--- config.mk ---
export PLATFORM = sky130hd
export DESIGN_NAME = jt51_sh_ram
export DESIGN_NICKNAME = d
export VERILOG_FILES = /design/src/rtl/jt51_sh_ram.sv
export SDC_FILE = /design/constraint.sdc
export NUM_CORES = 1
export LEC_CHECK = 0
export ABC_AREA = 1
export BUFFER_PORTS_ARGS = -buffer_cell sky130_fd_sc_hd__buf_4
export CORE_ASPECT_RATIO = 1.2
export CORE_MARGIN = 5
export CORE_UTILIZATION = 60
export CTS_CLUSTER_SIZE = 25
export DETAILED_ROUTE_END_ITERATION = 10
export HOLD_SLACK_MARGIN = 0.03
export PLACE_DENSITY = 0.77
export SYNTH_ARGS = -nofsm -noshare
export SYNTH_HDL_FRONTEND = slang
export SYNTH_SLANG_ARGS = --single-unit
--- constraint.sdc ---
create_clock -name clk -period 4.9 [get_ports clk]
set_clock_uncertainty 0.05 [all_clocks]
set_input_delay 0.98 -clock clk [delete_from_list [all_inputs] [get_ports clk]]
set_output_delay 0.98 -clock clk [all_outputs]
set_load 0.02 [all_outputs]
--- src/rtl/jt51_sh_ram.sv ---
// jt51_sh_ram
// Parametrised delay line for the time-multiplexed operator/channel pipeline.
// Each asserted cen is one pipeline slot. A value written on din comes back
// out on drop exactly STAGES cen-cycles later, so it stays aligned with its
// own slot. The line is a circular buffer: a write pointer walks over a plain
// memory array, which lets deep or wide delays map to RAM instead of flops.
// A per-stage valid mask makes unwritten or flushed stages read as RSTVAL.
// Without the mask, reset would leave stale RAM contents visible.
//
// Parameters:
//   WIDTH   data bits per stage
//   STAGES  delay depth in cen cycles (>= 2, any integer)
//   RSTVAL  bit value every output bit shows for an unwritten/flushed stage
//   AW      derived pointer/tap-select width, clog2(STAGES)
//
// Ports:
//   rst      in   async reset, active-high
//   clk      in   clock
//   cen      in   clock enable, one slot per asserted cycle
//   clr      in   synchronous flush (clears valid mask, pointer to 0)
//   din      in   data written this slot
//   drop     out  data written STAGES cen-cycles ago
//   tap_sel  in   tap offset k, 0..STAGES-1
//   tap      out  data written k+1 cen-cycles ago
//   slot     out  current write pointer
//
// Optional feature: define JT51_SH_TAP_EN to build the mid-line tap read port.
// When it is not defined, tap is tied to the RSTVAL pattern and tap_sel is
// ignored.

module jt51_sh_ram #(
   parameter int   WIDTH  = 14,
   parameter int   STAGES = 32,
   parameter logic RSTVAL = 1'b0,
   localparam int  AW     = $clog2(STAGES)
) (
   input  logic             rst,
   input  logic             clk,
   input  logic             cen,
   input  logic             clr,
   input  logic [WIDTH-1:0] din,
   output logic [WIDTH-1:0] drop,
   input  logic [AW-1:0]    tap_sel,
   output logic [WIDTH-1:0] tap,
   output logic [AW-1:0]    slot
);

   logic [WIDTH-1:0]  mem [STAGES];
   logic [STAGES-1:0] valid;
   logic [AW-1:0]     ptr;
   logic [AW-1:0]     ptr_next;

   // The pointer wraps explicitly at STAGES-1. STAGES need not be a power of
   // two, so letting the counter overflow would visit unused slots.
   always_comb begin
      ptr_next = ptr + AW'(1);
      if (ptr == AW'(STAGES - 1)) begin
         ptr_next = '0;
      end
   end

   // Pointer and valid mask hold the only reset state. A flush wins over a
   // write in the same cycle, so the pointer restarts at 0 and not at 1.
   always_ff @(posedge clk or posedge rst) begin
      if (rst) begin
         valid <= '0;
         ptr   <= '0;
      end else if (clr) begin
         valid <= '0;
         ptr   <= '0;
      end else if (cen) begin
         valid[ptr] <= 1'b1;
         ptr        <= ptr_next;
      end
   end

   // The storage array has no reset, so it can be inferred as RAM. A flushed
   // cycle writes nothing; the cleared valid bit already hides old data.
   always_ff @(posedge clk) begin
      if (cen && !clr) begin
         mem[ptr] <= din;
      end
   end

   // The slot under the pointer is about to be overwritten, so its current
   // contents are the oldest entry in the line.
   assign drop = valid[ptr] ? mem[ptr] : {WIDTH{RSTVAL}};
   assign slot = ptr;

`ifdef JT51_SH_TAP_EN
   logic [AW:0]   tap_sum;
   logic [AW-1:0] tap_idx;
   logic          tap_range;

   // The tap index is (ptr - 1 - tap_sel) mod STAGES. STAGES is added before
   // the subtraction so the sum never goes negative, and it is folded back
   // once at most. Offsets past the end of a non-power-of-two line are
   // reported as unwritten.
   always_comb begin
      tap_sum = {1'b0, ptr} + (AW+1)'(STAGES - 1) - {1'b0, tap_sel};
      if (tap_sum >= (AW+1)'(STAGES)) begin
         tap_sum = tap_sum - (AW+1)'(STAGES);
      end
      tap_idx   = tap_sum[AW-1:0];
      tap_range = ({1'b0, tap_sel} < (AW+1)'(STAGES));
   end

   assign tap = (tap_range && valid[tap_idx]) ? mem[tap_idx] : {WIDTH{RSTVAL}};
`else
   logic unused_tap_sel;

   assign unused_tap_sel = ^tap_sel;
   assign tap            = {WIDTH{RSTVAL}};
`endif

endmodule

=== Yosys cells after proc, flatten, opt, wreduce, memory -nomap -nowiden ===
Memories as Yosys holds them, arrays and structs flattened.
Cells that the tools add are included.

* $add $sub $neg: 1
* $lt $le $gt $ge: 2
* Equal/unequal tests: 1
* Muxes and demuxes: 12
* Bitwise logic cells: 1
* Reduce and logical (&&, ||, !) cells: 4

{| class="wikitable"
|+ Operators by type and width
! cell !! count
|-
| $mux 32 || 2
|-
| $or 32x32->32 || 1
|-
| $mux 5 || 3
|-
| $mux 14 || 1
|-
| $lt 5x6->1 const B || 1
|-
| $add 5x1->5 const B || 1
|-
| $bmux 1 s5 || 1
|-
| $demux 1 s5 || 1
|-
| $eq 5x5->1 const B || 1
|-
| $ge 5x1->1 const B || 1
|-
| $mux 1 || 4
|-
| $logic_and 1x1->1 || 2
|-
| $reduce_bool 2->1 || 1
|-
| $logic_not 1->1 || 1
|}

* Register bits after elaboration: 37
* RAM bits: 448
* Input port bits: 23
* Word-level logic and storage cells: 24
* Memories: 1

{| class="wikitable"
|+ Memories
! name !! depth !! bits a word !! read ports !! clocked after Yosys merged registers in !! write ports !! line !! RTL
|-
| mem || 32 || 14 || 1 || 0 || 1 || 48 || <nowiki>logic [WIDTH-1:0] mem [STAGES];</nowiki>
|}

=== Longest topological paths before layout ===
* Word-level depth: 7
* Mapped depth: 14
* Gate-level depth less buffers: 11

=== Worst setup path after synthesis ===
Ideal clock, no wire load.

* Path kind: input to register
* Start point: in clr
* End point: mem mem[0][0] (enable)
* Library setup time: 0.384 ns
* Data arrival time: 2.474 ns
* Path slack: 1.992 ns
* Stages on the path: 5
* Cells stage by stage: clkbuf_1 nor2_1 nand2_1 clkbuf_1 nor2_1

* Word-level cells in the longest chain between the ends: 4

{| class="wikitable"
|+ Ends and longest elaborated chain
! item !! line !! RTL
|-
| start: declaration || 40 || <nowiki>input logic clr,</nowiki>
|-
| $logic_not 1->1 || 80 || <nowiki>if (cen && !clr) begin</nowiki>
|-
| $logic_and 1x1->1 || 80 ||
|-
| $mux 1 || 80 ||
|-
| $mux 1 (not written as such) || 81 || <nowiki>mem[ptr] <= din;</nowiki>
|-
| end: declaration || 48 ||
|}

Every way passes these cells.

=== Final worst setup path ===
* Start point: reg ptr[0], in the netlist slot[0]
* End point: out drop[9]

* Word-level cells in the longest chain between the ends: 3
* Elaborated cells on any way between the ends: 4
* Those cells by class: 3 x mux; 1 x memory

{| class="wikitable"
|+ Ends and longest elaborated chain
! item !! line !! RTL
|-
| start: declaration || 50 || <nowiki>logic [AW-1:0] ptr;</nowiki>
|-
| start signal: assignment || 73 || <nowiki>ptr <= ptr_next;</nowiki>
|-
| $bmux 1 s5 || 87 || <nowiki>assign drop = valid[ptr] ? mem[ptr] : {WIDTH{RSTVAL}};</nowiki>
|-
| $mux 1 (not written as such) || 87 ||
|-
| $mux 14 (*) || 87 ||
|-
| end: declaration || 42 || <nowiki>output logic [WIDTH-1:0] drop,</nowiki>
|}

Every way passes the cells marked *; elsewhere a longest branch is shown, timed or not. The select of a mux whose other input is x is not followed.

==> results.json <==
{
  "status": "finished, final reports clean",
  "leakage_nw": 11.0,
  "dr.pass1.iters": 5,
  "synth_flop_cell": "edfxtp_1",
  "cap_violations": 0,
  "row_count": 76,
  "grt_pass1_wl_um": 77300,
  "gp_congestion": 0.823,
  "syn_inst": 2270,
  "diodes": 0,
  "wire_per_inst_um": 17.7,
  "synth_top_area_share": 0.620,
  "required_ps": 3870,
  "r2r_cells": 5,
  "power.total_mw": 8.51,
  "period_share": 0.854,
  "ctsResizeCount": 0,
  "synthDistinctLibCells": 21,
  "die-area_um2": 40100,
  "finalMaxSlewViolations": 0,
  "grt_max_degree": 84,
  "cts-root-buf": "clkbuf_16",
  "clk_pin_slew_ps": 60,
  "fin_crit_ps": 4180,
  "path_class": "flop to output port",
  "synth.area.top_cells": "edfxtp_1 62%, nand2_1 15%, inv_1 8.0%",
  "reg2reg_slack_ps": 1830,
  "path_max_fanout": 83,
  "ir_drop_uv": 346,
  "seq_area_um2": 14400,
  "rsz0062_at_grt": "false",
  "slew_headroom": 0.332,
  "worstMarginPinSlew_ps": 1000,
  "report.final.setup_viol": 0,
  "ys_seq_area_frac": 0.663,
  "synth-edff-count": 448,
  "core_area_um2": 35800,
  "hpwl_um": 29300,
  "drt_wl_total_um": 49600,
  "design_area_um2": 23900,
  "regToRegEndpoint": "mem[31][3]",
  "nFillCells": 2615,
  "start_util": 0.605,
  "die_y_um": 218,
  "post_cts_buffers": 0,
  "top_level_ports": 56,
  "htreeDepth": 2,
  "cts_tree": "built",
  "antenna_found_initial": 0,
  "hold_class": "flop to flop",
  "multiInputGateArea_um2": 5030,
  "p_per_area_nw_per_um2": 356,
  "routed_via_density": 5.27,
  "syn2layout_area_growth_pct": 10.1,
  "dieWidth_um": 184,
  "nets": 2333,
  "tns_ps": 0,
  "grt_pass1_vias": 14482,
  "dpl_cell_area_um2": 22500,
  "placedCellCount": 2726,
  "postSynth.asyncResetShare": 0.0763,
  "drc": 0,
  "start_kind": "flop",
  "finalHoldViolCount": 0,
  "vias": 14784,
  "syn-cell-area_um2": 21700,
  "pre_cts_ws_ps": 1330,
  "clock_latency_ps": 560,
  "yosysWarnings": 0,
  "r2r-start": "slot[1]",
  "fin_util": 0.666,
  "numCtsBuffers": 45,
  "synth-seq-cells": 485,
  "setup_slack_ps": 717,
  "end_kind": "output port",
  "grt_overflow_total": 0,
  "postCtsHoldBufs": 0,
  "numPortBuffers": 36,
  "startpoint": "slot[0]",
  "yosysTopAreaCell": "edfxtp_1",
  "fin_cells": 2803,
  "crit_path_end": "drop[9]",
  "cts_buffer_depth": 3,
  "max_freq_ghz": 0.239,
  "synth.avg_cell_area_um2": 9.55,
  "drtAntennaViolNets": 0,
  "drive_gt1_frac": 0.0762,
  "track_usage": 0.249,
  "yosysMostFrequentCell": "nand2_1",
  "synthTopCellsByCount": "844 x nand2_1, 463 x inv_1, 448 x edfxtp_1",
  "cts_sinks": 485,
  "drt_iter0_drc": 1611,
  "whs_ps": 477,
  "arrival_ps": 3150
}
==> layer usage <==
metal  vias up  global-route usage  wire [um]
met5         -                   0          0
met4         0              0.0899       1690
met3       121              0.0343       4090
met2       652               0.425      24600
met1      6927               0.328      19300
li1       7084                   -          -
==> report_power, final <==
group          leakage [nW]  internal [mW]  switching [mW]
Combinational          5.80          0.184           0.496
Sequential             4.54           4.54          0.0104
Clock                 0.664           1.85            1.43
==> sequential cells by signal, indices dropped and copies added, names as in the netlist <==
| name | cells |
|---|---|
| slot | 5 |
| mem | 448 |
| valid | 32 |
==> final cells by class <==
| type | instances | share of cell area |
|---|---|---|
| clock buffers | 57 | 0.0508 |
| clock inverters | 20 | 0.00624 |
| inverters | 483 | 0.0762 |
| multi-input cells | 1204 | 0.211 |
| flip-flops and latches | 485 | 0.603 |
| well taps | 468 | 0.0245 |
| repair buffers | 86 | 0.0291 |
==> how the worst min path moves through the flow <==
stage | from | endpoint | slack (ps) | cells after the start
after floorplan | valid[19] | valid[19] | 460 | 2
after global placement | valid[29] | valid[29] | 470 | 2
after detailed placement | valid[25] | valid[25] | 470 | 2
after CTS | valid[25] | valid[25] | 480 | 2
after global routing | valid[28] | valid[28] | 500 | 2
final | valid[25] | valid[25] | 480 | 2
==> placed cells by master, fill, tap and decap left out <==
cell type and count:
nand3_1 227, dfrtp_1 35, clkbuf_16 47, clkinvlp_4 2, inv_2 19, clkinv_1 8, inv_4 1, nand2_1 844
nor2_1 65, conb_1 14, nor3_4 4, buf_12 4, o22ai_1 34, inv_1 462, nor3_2 4, nand2_2 1
or2_2 1, ha_1 5, clkinv_2 7, o21ai_0 3, inv_6 2, bufinv_16 2, xnor2_1 1, dfrtp_4 2
edfxtp_1 448, clkbuf_1 10, xor2_1 1, buf_4 82
==> critical path, stage by stage, from the launching register on <==
cell     delay [ps]
dfrtp_4         610
inv_6           390
buf_12          380
nand2_1         100
nand3_1         100
nand2_1          90
nand2_1          60
nand2_1         120
nor2_1          260
nand2_1          90
nand2_1         110
inv_2            40
buf_4           150
==> kinds of logic (layout without fill, tap and decap cells) <==
group | after synthesis | in the layout | share of synthesized area
buffers and inverters | 594 | 646 | 0.108
adders and majority gates | 5 | 5 | 0.00288
DFF | 485 | 485 | 0.663
other | 1 | 14 | 0.000173
AOI/OAI and AO/OA | 37 | 37 | 0.0105
xor gates and xnor gates | 2 | 2 | 0.000808
and+or+nand+nor | 1146 | 1146 | 0.215
Power figures use the tool's default switching activity.
